File: config.mk
export PLATFORM = sky130hd
export DESIGN_NAME = alu_arbiter_flat
export DESIGN_NICKNAME = d
export VERILOG_FILES = /design/src/rtl/alu_pkg.sv /design/src/rtl/alu_arbiter_if.sv /design/src/rtl/alu.sv /design/src/rtl/alu_arbiter.sv /design/src/flat_wrapper.sv
export SDC_FILE = /design/constraint.sdc
export NUM_CORES = 1
export LEC_CHECK = 0
export ABC_AREA = 1
export BUFFER_PORTS_ARGS = -buffer_cell sky130_fd_sc_hd__buf_4
export CAP_MARGIN = 30
export CORE_ASPECT_RATIO = 1.4
export CORE_UTILIZATION = 50
export CTS_BUF_LIST = sky130_fd_sc_hd__clkbuf_8
export DETAILED_ROUTE_END_ITERATION = 10
export PLACE_DENSITY = 0.79
export SKIP_CTS_REPAIR_TIMING = 1
export SLEW_MARGIN = 15
export SYNTH_ARGS = -nofsm -noshare
export SYNTH_HDL_FRONTEND = slang
export SYNTH_SLANG_ARGS = --single-unit
File: constraint.sdc
create_clock -name clk -period 4.6 [get_ports clk]
set_clock_uncertainty 0.15 [all_clocks]
set_input_delay 1.15 -clock clk [delete_from_list [all_inputs] [get_ports clk]]
set_output_delay 1.15 -clock clk [all_outputs]
set_load 0.01 [all_outputs]
File: src/rtl/alu_pkg.sv
// Shared types and op codes for the two-requester ALU arbiter.
package alu_pkg;

  typedef logic [2:0] alu_op_t;
  typedef logic       req_id_t;

  localparam alu_op_t ALU_ADD = 3'b000;
  localparam alu_op_t ALU_SUB = 3'b001;
  localparam alu_op_t ALU_AND = 3'b010;
  localparam alu_op_t ALU_OR  = 3'b011;
  localparam alu_op_t ALU_XOR = 3'b100;
  localparam alu_op_t ALU_SLT = 3'b101;
  localparam alu_op_t ALU_SLL = 3'b110;
  localparam alu_op_t ALU_SRL = 3'b111;

endpackage

File: src/rtl/alu_arbiter_if.sv
// Per-requester request/response handshake bundle for alu_arbiter.
interface alu_arbiter_if;
  import alu_pkg::*;

  logic        req_valid;
  logic        req_ready;
  logic [31:0] req_a;
  logic [31:0] req_b;
  alu_op_t     req_op;
  logic        rsp_valid;
  logic        rsp_ready;
  logic [31:0] rsp_result;
  logic        rsp_zero;

  modport master (
    output req_valid, req_a, req_b, req_op, rsp_ready,
    input  req_ready, rsp_valid, rsp_result, rsp_zero
  );

  modport slave (
    input  req_valid, req_a, req_b, req_op, rsp_ready,
    output req_ready, rsp_valid, rsp_result, rsp_zero
  );

endinterface

File: src/rtl/alu.sv
// Purely combinational 32-bit ALU; shifts use only b[4:0], arithmetic wraps.
module alu
  import alu_pkg::*;
(
  input  logic [31:0] a_i,
  input  logic [31:0] b_i,
  input  alu_op_t     op_i,
  output logic [31:0] result_o,
  output logic        zero_o
);

  always_comb begin
    result_o = '0;
    case (op_i)
      ALU_ADD: result_o = a_i + b_i;
      ALU_SUB: result_o = a_i - b_i;
      ALU_AND: result_o = a_i & b_i;
      ALU_OR:  result_o = a_i | b_i;
      ALU_XOR: result_o = a_i ^ b_i;
      ALU_SLT: result_o = {31'd0, $signed(a_i) < $signed(b_i)};
      ALU_SLL: result_o = a_i << b_i[4:0];
      ALU_SRL: result_o = a_i >> b_i[4:0];
      default: result_o = '0;
    endcase
  end

  assign zero_o = (result_o == '0);

endmodule

File: src/rtl/alu_arbiter.sv
// Round-robin sharing of one ALU between two requesters: issue register S1,
// then a registered per-requester response slot.
module alu_arbiter
  import alu_pkg::*;
#(
  parameter req_id_t RR_INIT = 1'b0
) (
  input logic          clk,
  input logic          reset_n,
  alu_arbiter_if.slave port0_io,
  alu_arbiter_if.slave port1_io
);

  logic [1:0]  req_valid, rsp_ready, busy, ready, acc;
  logic [31:0] req_a [2];
  logic [31:0] req_b [2];
  alu_op_t     req_op [2];

  logic        s1_valid_q, s1_valid_d;
  req_id_t     s1_id_q, s1_id_d;
  logic [31:0] s1_a_q, s1_a_d, s1_b_q, s1_b_d;
  alu_op_t     s1_op_q, s1_op_d;
  req_id_t     prio_q, prio_d;
  logic [1:0]  rsp_valid_q, rsp_valid_d;
  logic [31:0] rsp_result_q [2];
  logic [31:0] rsp_result_d [2];
  logic [1:0]  rsp_zero_q, rsp_zero_d;

  logic [31:0] alu_result;
  logic        alu_zero;

  assign req_valid = {port1_io.req_valid, port0_io.req_valid};
  assign rsp_ready = {port1_io.rsp_ready, port0_io.rsp_ready};
  assign req_a[0]  = port0_io.req_a;
  assign req_a[1]  = port1_io.req_a;
  assign req_b[0]  = port0_io.req_b;
  assign req_b[1]  = port1_io.req_b;
  assign req_op[0] = port0_io.req_op;
  assign req_op[1] = port1_io.req_op;

  // A response being consumed this cycle frees its requester; S1 never does.
  assign busy[0] = (s1_valid_q && s1_id_q == 1'b0) || (rsp_valid_q[0] && !rsp_ready[0]);
  assign busy[1] = (s1_valid_q && s1_id_q == 1'b1) || (rsp_valid_q[1] && !rsp_ready[1]);

  assign ready[0] = !busy[0] && (prio_q == 1'b0 || !(req_valid[1] && !busy[1]));
  assign ready[1] = !busy[1] && (prio_q == 1'b1 || !(req_valid[0] && !busy[0]));
  assign acc      = req_valid & ready;

  always_comb begin
    s1_valid_d = |acc;
    s1_id_d    = s1_id_q;
    s1_a_d     = s1_a_q;
    s1_b_d     = s1_b_q;
    s1_op_d    = s1_op_q;
    prio_d     = prio_q;
    if (acc[0]) begin
      s1_id_d = 1'b0;
      s1_a_d  = req_a[0];
      s1_b_d  = req_b[0];
      s1_op_d = req_op[0];
      prio_d  = 1'b1;
    end else if (acc[1]) begin
      s1_id_d = 1'b1;
      s1_a_d  = req_a[1];
      s1_b_d  = req_b[1];
      s1_op_d = req_op[1];
      prio_d  = 1'b0;
    end
  end

  // A completion landing on the same edge as a consume takes the slot.
  always_comb begin
    rsp_valid_d  = rsp_valid_q;
    rsp_result_d = rsp_result_q;
    rsp_zero_d   = rsp_zero_q;
    for (int k = 0; k < 2; k++) begin
      if (s1_valid_q && s1_id_q == k[0]) begin
        rsp_valid_d[k]  = 1'b1;
        rsp_result_d[k] = alu_result;
        rsp_zero_d[k]   = alu_zero;
      end else if (rsp_valid_q[k] && rsp_ready[k]) begin
        rsp_valid_d[k]  = 1'b0;
        rsp_result_d[k] = '0;
        rsp_zero_d[k]   = 1'b0;
      end
    end
  end

  alu u_alu (
    .a_i      (s1_a_q),
    .b_i      (s1_b_q),
    .op_i     (s1_op_q),
    .result_o (alu_result),
    .zero_o   (alu_zero)
  );

  always_ff @(posedge clk or negedge reset_n) begin
    if (!reset_n) begin
      s1_valid_q   <= 1'b0;
      s1_id_q      <= 1'b0;
      s1_a_q       <= '0;
      s1_b_q       <= '0;
      s1_op_q      <= ALU_ADD;
      prio_q       <= RR_INIT;
      rsp_valid_q  <= '0;
      rsp_result_q <= '{default: '0};
      rsp_zero_q   <= '0;
    end else begin
      s1_valid_q   <= s1_valid_d;
      s1_id_q      <= s1_id_d;
      s1_a_q       <= s1_a_d;
      s1_b_q       <= s1_b_d;
      s1_op_q      <= s1_op_d;
      prio_q       <= prio_d;
      rsp_valid_q  <= rsp_valid_d;
      rsp_result_q <= rsp_result_d;
      rsp_zero_q   <= rsp_zero_d;
    end
  end

  assign port0_io.req_ready  = ready[0];
  assign port1_io.req_ready  = ready[1];
  assign port0_io.rsp_valid  = rsp_valid_q[0];
  assign port1_io.rsp_valid  = rsp_valid_q[1];
  assign port0_io.rsp_result = rsp_result_q[0];
  assign port1_io.rsp_result = rsp_result_q[1];
  assign port0_io.rsp_zero   = rsp_zero_q[0];
  assign port1_io.rsp_zero   = rsp_zero_q[1];

endmodule

File: src/flat_wrapper.sv
// flat-port wrapper written by rule: the top's interface ports become plain ports
module alu_arbiter_flat import alu_pkg::*;
#(
  parameter req_id_t RR_INIT = 1'b0
)
  (clk, reset_n, port0_io_req_valid, port0_io_req_a, port0_io_req_b, port0_io_req_op, port0_io_rsp_ready, port0_io_req_ready, port0_io_rsp_valid, port0_io_rsp_result, port0_io_rsp_zero, port1_io_req_valid, port1_io_req_a, port1_io_req_b, port1_io_req_op, port1_io_rsp_ready, port1_io_req_ready, port1_io_rsp_valid, port1_io_rsp_result, port1_io_rsp_zero);
  alu_arbiter_if port0_io_i ();
  alu_arbiter_if port1_io_i ();
  input logic clk;
  input logic reset_n;
  input wire logic [$bits(port0_io_i.req_valid)-1:0] port0_io_req_valid;
  input wire logic [$bits(port0_io_i.req_a)-1:0] port0_io_req_a;
  input wire logic [$bits(port0_io_i.req_b)-1:0] port0_io_req_b;
  input wire logic [$bits(port0_io_i.req_op)-1:0] port0_io_req_op;
  input wire logic [$bits(port0_io_i.rsp_ready)-1:0] port0_io_rsp_ready;
  output wire logic [$bits(port0_io_i.req_ready)-1:0] port0_io_req_ready;
  output wire logic [$bits(port0_io_i.rsp_valid)-1:0] port0_io_rsp_valid;
  output wire logic [$bits(port0_io_i.rsp_result)-1:0] port0_io_rsp_result;
  output wire logic [$bits(port0_io_i.rsp_zero)-1:0] port0_io_rsp_zero;
  input wire logic [$bits(port1_io_i.req_valid)-1:0] port1_io_req_valid;
  input wire logic [$bits(port1_io_i.req_a)-1:0] port1_io_req_a;
  input wire logic [$bits(port1_io_i.req_b)-1:0] port1_io_req_b;
  input wire logic [$bits(port1_io_i.req_op)-1:0] port1_io_req_op;
  input wire logic [$bits(port1_io_i.rsp_ready)-1:0] port1_io_rsp_ready;
  output wire logic [$bits(port1_io_i.req_ready)-1:0] port1_io_req_ready;
  output wire logic [$bits(port1_io_i.rsp_valid)-1:0] port1_io_rsp_valid;
  output wire logic [$bits(port1_io_i.rsp_result)-1:0] port1_io_rsp_result;
  output wire logic [$bits(port1_io_i.rsp_zero)-1:0] port1_io_rsp_zero;
  assign port0_io_i.req_valid = port0_io_req_valid;
  assign port0_io_i.req_a = port0_io_req_a;
  assign port0_io_i.req_b = port0_io_req_b;
  assign port0_io_i.req_op = port0_io_req_op;
  assign port0_io_i.rsp_ready = port0_io_rsp_ready;
  assign port0_io_req_ready = port0_io_i.req_ready;
  assign port0_io_rsp_valid = port0_io_i.rsp_valid;
  assign port0_io_rsp_result = port0_io_i.rsp_result;
  assign port0_io_rsp_zero = port0_io_i.rsp_zero;
  assign port1_io_i.req_valid = port1_io_req_valid;
  assign port1_io_i.req_a = port1_io_req_a;
  assign port1_io_i.req_b = port1_io_req_b;
  assign port1_io_i.req_op = port1_io_req_op;
  assign port1_io_i.rsp_ready = port1_io_rsp_ready;
  assign port1_io_req_ready = port1_io_i.req_ready;
  assign port1_io_rsp_valid = port1_io_i.rsp_valid;
  assign port1_io_rsp_result = port1_io_i.rsp_result;
  assign port1_io_rsp_zero = port1_io_i.rsp_zero;
  alu_arbiter #(.RR_INIT(RR_INIT)) u_core (.clk(clk), .reset_n(reset_n), .port0_io(port0_io_i), .port1_io(port1_io_i));
endmodule
# == Word level (Yosys, flattened, before mapping) ==
# Cells that the tools add are included.
# classes
n_bitwise,6
n_lt_le_gt_ge,1
n_mul,0
div_mod_pow,0
n_mux,21
n_eq_ne,7
n_addsub,2
n_shift,2
reduce_logical,26
# op_table
operator,count
32-bit two-way mux,8
32-bit one-hot mux with 8 select lines,1
32-bit adder,1
32-bit AND,1
32-bit zero test,1
32-bit < comparator,1
32-bit OR,1
32-bit by 5-bit left shift with 32-bit output,1
32-bit by 5-bit right shift with 32-bit output,1
32-bit subtractor,1
32-bit bitwise XOR,1
"3-bit == test, second input constant",4
1-bit logical AND,10
1-bit two-way mux,10
"3-bit by 2-bit == test with 1-bit output, second input constant",2
1-bit zero test,6
3-bit two-way mux,2
2-bit nonzero test,3
1-bit logical OR,4
"3-bit by 1-bit == test with 1-bit output, second input constant",1
3-bit zero test,1
2-bit AND,1
1-bit inverter,2
2-bit OR reduction,1
# totals
rom_bits,0
latch_bits,0
ramBits,0
output_inout_bits,70
memories,0
register_bits,138
in_bits,140

# == Longest topological paths before layout ==
# depth
word_depth,11
mapped_depth,25

# == Hierarchy ==
# Synthesis repeated with hierarchy kept, for this count alone.
# hier_totals
hier_cells,2935
hier_area_um2,16570.9
# by_module_without_submodules
module,n_inst,area_per_inst_um2,cells_per_inst
alu,1,9880.7,2068
alu_arbiter,1,6690.2,867

# == Worst setup path after synthesis ==
# Ideal clock, no wire load.
# synth_timing
kind,register to register
startpoint,register u_core.s1_b_q[2]
endpoint,register u_core.rsp_zero_q[0]
arrival_ns,2.656
slack_ns,1.729
stages_incl_launch_ff,24
required_time_ns,4.384
cell_sequence,dfrtp_1 -> buf_2 -> inv_2 -> buf_2 -> buf_2 -> ha_1 -> buf_2 -> inv_1 -> nand2_1 -> a21oi_1 -> nand2_1 -> nand3_1 -> nand2_1 -> nand2_1 -> nand2_1 -> nand3_1 -> nand2_1 -> nand2_1 -> nand2_1 -> nor2_1 -> nand2_1 -> nor2_2 -> nand3_1 -> nand2_1
# synth_between
elab_chain_len,4
elab_cells_between_ends,11
# synth_lines
element,line_no,source
start: declaration,alu_arbiter.sv:21,"logic [31:0] s1_a_q, s1_a_d, s1_b_q, s1_b_d;"
start signal: assignment,alu_arbiter.sv:102,s1_b_q <= '0;
start signal: assignment,alu_arbiter.sv:112,s1_b_q <= s1_b_d;
32-bit subtractor (tied with other cells),alu.sv:16,ALU_SUB: result_o = a_i - b_i;
32-bit one-hot mux with 8 select lines (*),alu.sv:14,case (op_i)
32-bit zero test (*),alu.sv:27,assign zero_o = (result_o == '0);
1-bit two-way mux (*),alu_arbiter.sv:77,if (s1_valid_q && s1_id_q == k[0]) begin
end signal: assignment,alu_arbiter.sv:117,rsp_zero_q <= rsp_zero_d;
end: declaration,alu_arbiter.sv:27,"logic [1:0] rsp_zero_q, rsp_zero_d;"
# Mark *: on every way between the ends. The rest lies on a longest branch, timed or not.
# A chain may end at the register's enable or synchronous reset.

# == Worst setup path in the final report ==
# layout_timing
startpoint,register u_core.s1_b_q[3]
endpoint,register u_core.rsp_zero_q[0]
# The elaborated chain is that of the path after synthesis.

==> metrics.yaml <==
outcome: "finished clean"
antenna_found_initial: 1
tightest_slew_ps: 821
rr_worst_depth: 16
start_kind: "flop"
grt_start_max_net_pins: 87
setup_viol: 0
n_antenna_cell: 0
design_area_sq_um: 17100
grt_setup_unrepaired: "false"
critPathMostFrequentCell: "nand2_1"
cpPeakStageDelay_ps: 400
avgRoutedWirePerCell_um: 23.2
vias: 18600
fin_crit_sh_pct: 82.1
setup_tns_ps: 0
die_w_um: 148
holdWs_ps: 341
max_freq_mhz: 265
gp_congestion: 1.12
final_net_count: 2859
layout-drive-gt1-share_pct: 12.5
avgSynthCellArea_sq_um: 6.01
port_buffers: 209
whs_path_depth: 2
path_clk_slew_ps: 90
dr.pass1.iters: 9
area_growth_pct: 15.2
yosysSeqAreaShare_pct: 23.3
worst-endpoint-required_ps: 4910
synth_seq_cells: 138
netlist-cell-type-count: 50
path_cells: "buf_4, inv_2, ha_1, nand2_1, inv_1, a21oi_1, nand2_1, a21oi_1, nand4_1, nand2_1, nand2_1, nor2_1, nand3_1, nor2_1, nand3_1, nand2_1"
drt-initial-drc-count: 2264
core_area_sq_um: 29200
finalHoldViolations: 0
wl_um: 69800
start_util_pct: 50.9
syn-num-nets: 2710
fin_crit_ps: 3780
die_area_sq_um: 30400
netlist_area_sq_um: 14800
num_rows: 74
chipHeight_um: 206
cts_root_buf: "clkbuf_8"
fillCellCount: 2901
numCtsBuffers: 17
clock_latency_ps: 530
syn_inst: 2471
hold_path_class: "reg2reg"
slew_violations: 0
clock-sinks: 138
first_global_vias: 17600
endpoint_kind: "flop"
drv_cap: 0
crit_path_top_delay_cell: "ha_1"
cts_buffer_depth: 2
yosysWarnings: 0
slew_headroom_pct: 45.2
detail_route.vias_per_cell: 6.16
hpwl_um: 56200
worstPathArrival_ps: 4080
ant_nets: 0
htreeDepth: 4
grtUsageTotal_pct: 45.8
path_max_fanout: 29
drc: 0
post_dp_cell_area_sq_um: 16700
grt_pass1_wl_um: 103000
critPathKind: "reg2reg"
io_pins: 210
grt_overflow: 0
cts_tree: "built"
[cell usage in the layout (no fill, tap or decap), drive strengths merged]
| master | synthesis | final |
|---|---|---|
| and3 | 4 | 4 |
| clkinv | 1 | 5 |
| o2111ai | 2 | 2 |
| nand3 | 408 | 408 |
| buf | 72 | 248 |
| o211ai | 81 | 81 |
| ha | 97 | 97 |
| nor3 | 18 | 18 |
| nor4 | 2 | 2 |
| fa | 2 | 2 |
| o22ai | 8 | 8 |
| clkbuf | 46 | 17 |
| xor2 | 5 | 5 |
| nand3b | 2 | 2 |
| bufinv | 0 | 4 |
| o221ai | 4 | 4 |
| and2 | 17 | 17 |
| o211a | 1 | 1 |
| o21bai | 6 | 6 |
| a31oi | 2 | 2 |
| nor3b | 3 | 3 |
| a22o | 2 | 2 |
| nand2 | 789 | 789 |
| nor2 | 185 | 185 |
| clkinvlp | 0 | 3 |
| inv | 272 | 276 |
| a211oi | 12 | 12 |
| o21a | 2 | 2 |
| a21oi | 101 | 101 |
| o21ai | 159 | 159 |
| nand4 | 25 | 25 |
| or2 | 5 | 5 |
| dfrtp | 138 | 138 |
[worst paths after layout]
path	start	end	slack, ps
max	u_core.s1_b_q[3]	u_core.rsp_zero_q[0]	820
min	u_core.port1_io.rsp_result[27]	u_core.port1_io.rsp_result[27]	340
max reg2reg	u_core.s1_b_q[3]	u_core.rsp_zero_q[0]	820
min reg2reg	u_core.port1_io.rsp_result[27]	u_core.port1_io.rsp_result[27]	340
max in group asynchronous	reset_n	u_core.s1_b_q[14]	2870
min in group asynchronous	reset_n	u_core.port0_io.rsp_result[5]	490
[sequential cells by signal (all words and copies together), names as in the netlist, 2 cells and up]
signal and cells:
u_core.port1_io.rsp_result 32, u_core.s1_op_q 3, u_core.rsp_valid_q 2, u_core.s1_b_q 32, u_core.port0_io.rsp_result 32, u_core.s1_a_q 32
u_core.rsp_zero_q 2
[per-layer routing]
layer,part of all wire [%],GRT usage [%],vias up,routed length (um)
met2,46,76.5,1182,32400
met5,0.019,0,-,13
met3,9.5,9.38,312,6610
li1,-,-,8417,-
met4,8.0,31.9,2,5590
met1,36,52.4,8646,25200
[cell usage after synthesis (all sizes together)]
| library cell | count | area, sq um |
|---|---|---|
| clkbuf | 46 | 176 |
| o21bai | 6 | 48.8 |
| o21a | 2 | 15.0 |
| a21oi | 101 | 509 |
| ha | 97 | 1210 |
| nand2 | 789 | 2990 |
| o22ai | 8 | 50.1 |
| nand4 | 25 | 156 |
| nor3b | 3 | 22.5 |
| dfrtp | 138 | 3450 |
| nand3 | 408 | 2070 |
| clkinv | 1 | 3.75 |
| o211a | 1 | 10.0 |
| and3 | 4 | 25.0 |
| nor3 | 18 | 95.1 |
| o21ai | 159 | 803 |
| xor2 | 5 | 43.8 |
| or2 | 5 | 31.3 |
| nand3b | 2 | 15.0 |
| o2111ai | 2 | 17.5 |
| and2 | 17 | 106 |
| nor4 | 2 | 12.5 |
| a31oi | 2 | 12.5 |
| inv | 272 | 1030 |
| fa | 2 | 40.0 |
| buf | 72 | 414 |
| nor2 | 185 | 719 |
| o211ai | 81 | 608 |
| a22o | 2 | 17.5 |
| o221ai | 4 | 35.0 |
| a211oi | 12 | 100 |
[worst max-delay path, delay by kind of cell, from the launching register on]
kind	cells	cell delay [ps]
adder cells (fa/ha/maj)	1	400
AND/OR/NAND/NOR	10	1700
AO/OA/AOI/OAI	2	590
flip-flops	1	360
buffers and inverters	3	490
[stage by stage]
stage,cells,utilization [%],setup WS [ps]
final,3013,58.6,824
after global routing,3013,58.6,840
after CTS,3013,58.6,1070
after detailed placement,2981,57.1,1020
after global placement,2978,56.9,1100
after floorplan,2471,-,1730
[final cells by class]
type	instances	area (sq um)	area share, %
clock buffer	17	234	1.37
clock inverter	15	201	1.18
inverter	273	1030	6.02
multi-input combinational	1942	9770	57.2
sequential	138	3450	20.2
tap	380	475	2.78
timing repair buffer	248	1930	11.3
[kinds of logic (layout without fill, tap and decap cells)]
group | Yosys count | in the layout | synth area share, %
simple gates | 1458 | 1458 | 42.1
buf+inv | 391 | 553 | 10.9
compound gates | 380 | 380 | 15.0
flops | 138 | 138 | 23.3
fa+ha+maj | 99 | 99 | 8.44
xor+xnor | 5 | 5 | 0.295
Power is not shown: default switching activity piles up to over one toggle a cycle in this logic, so the estimate is an artifact.
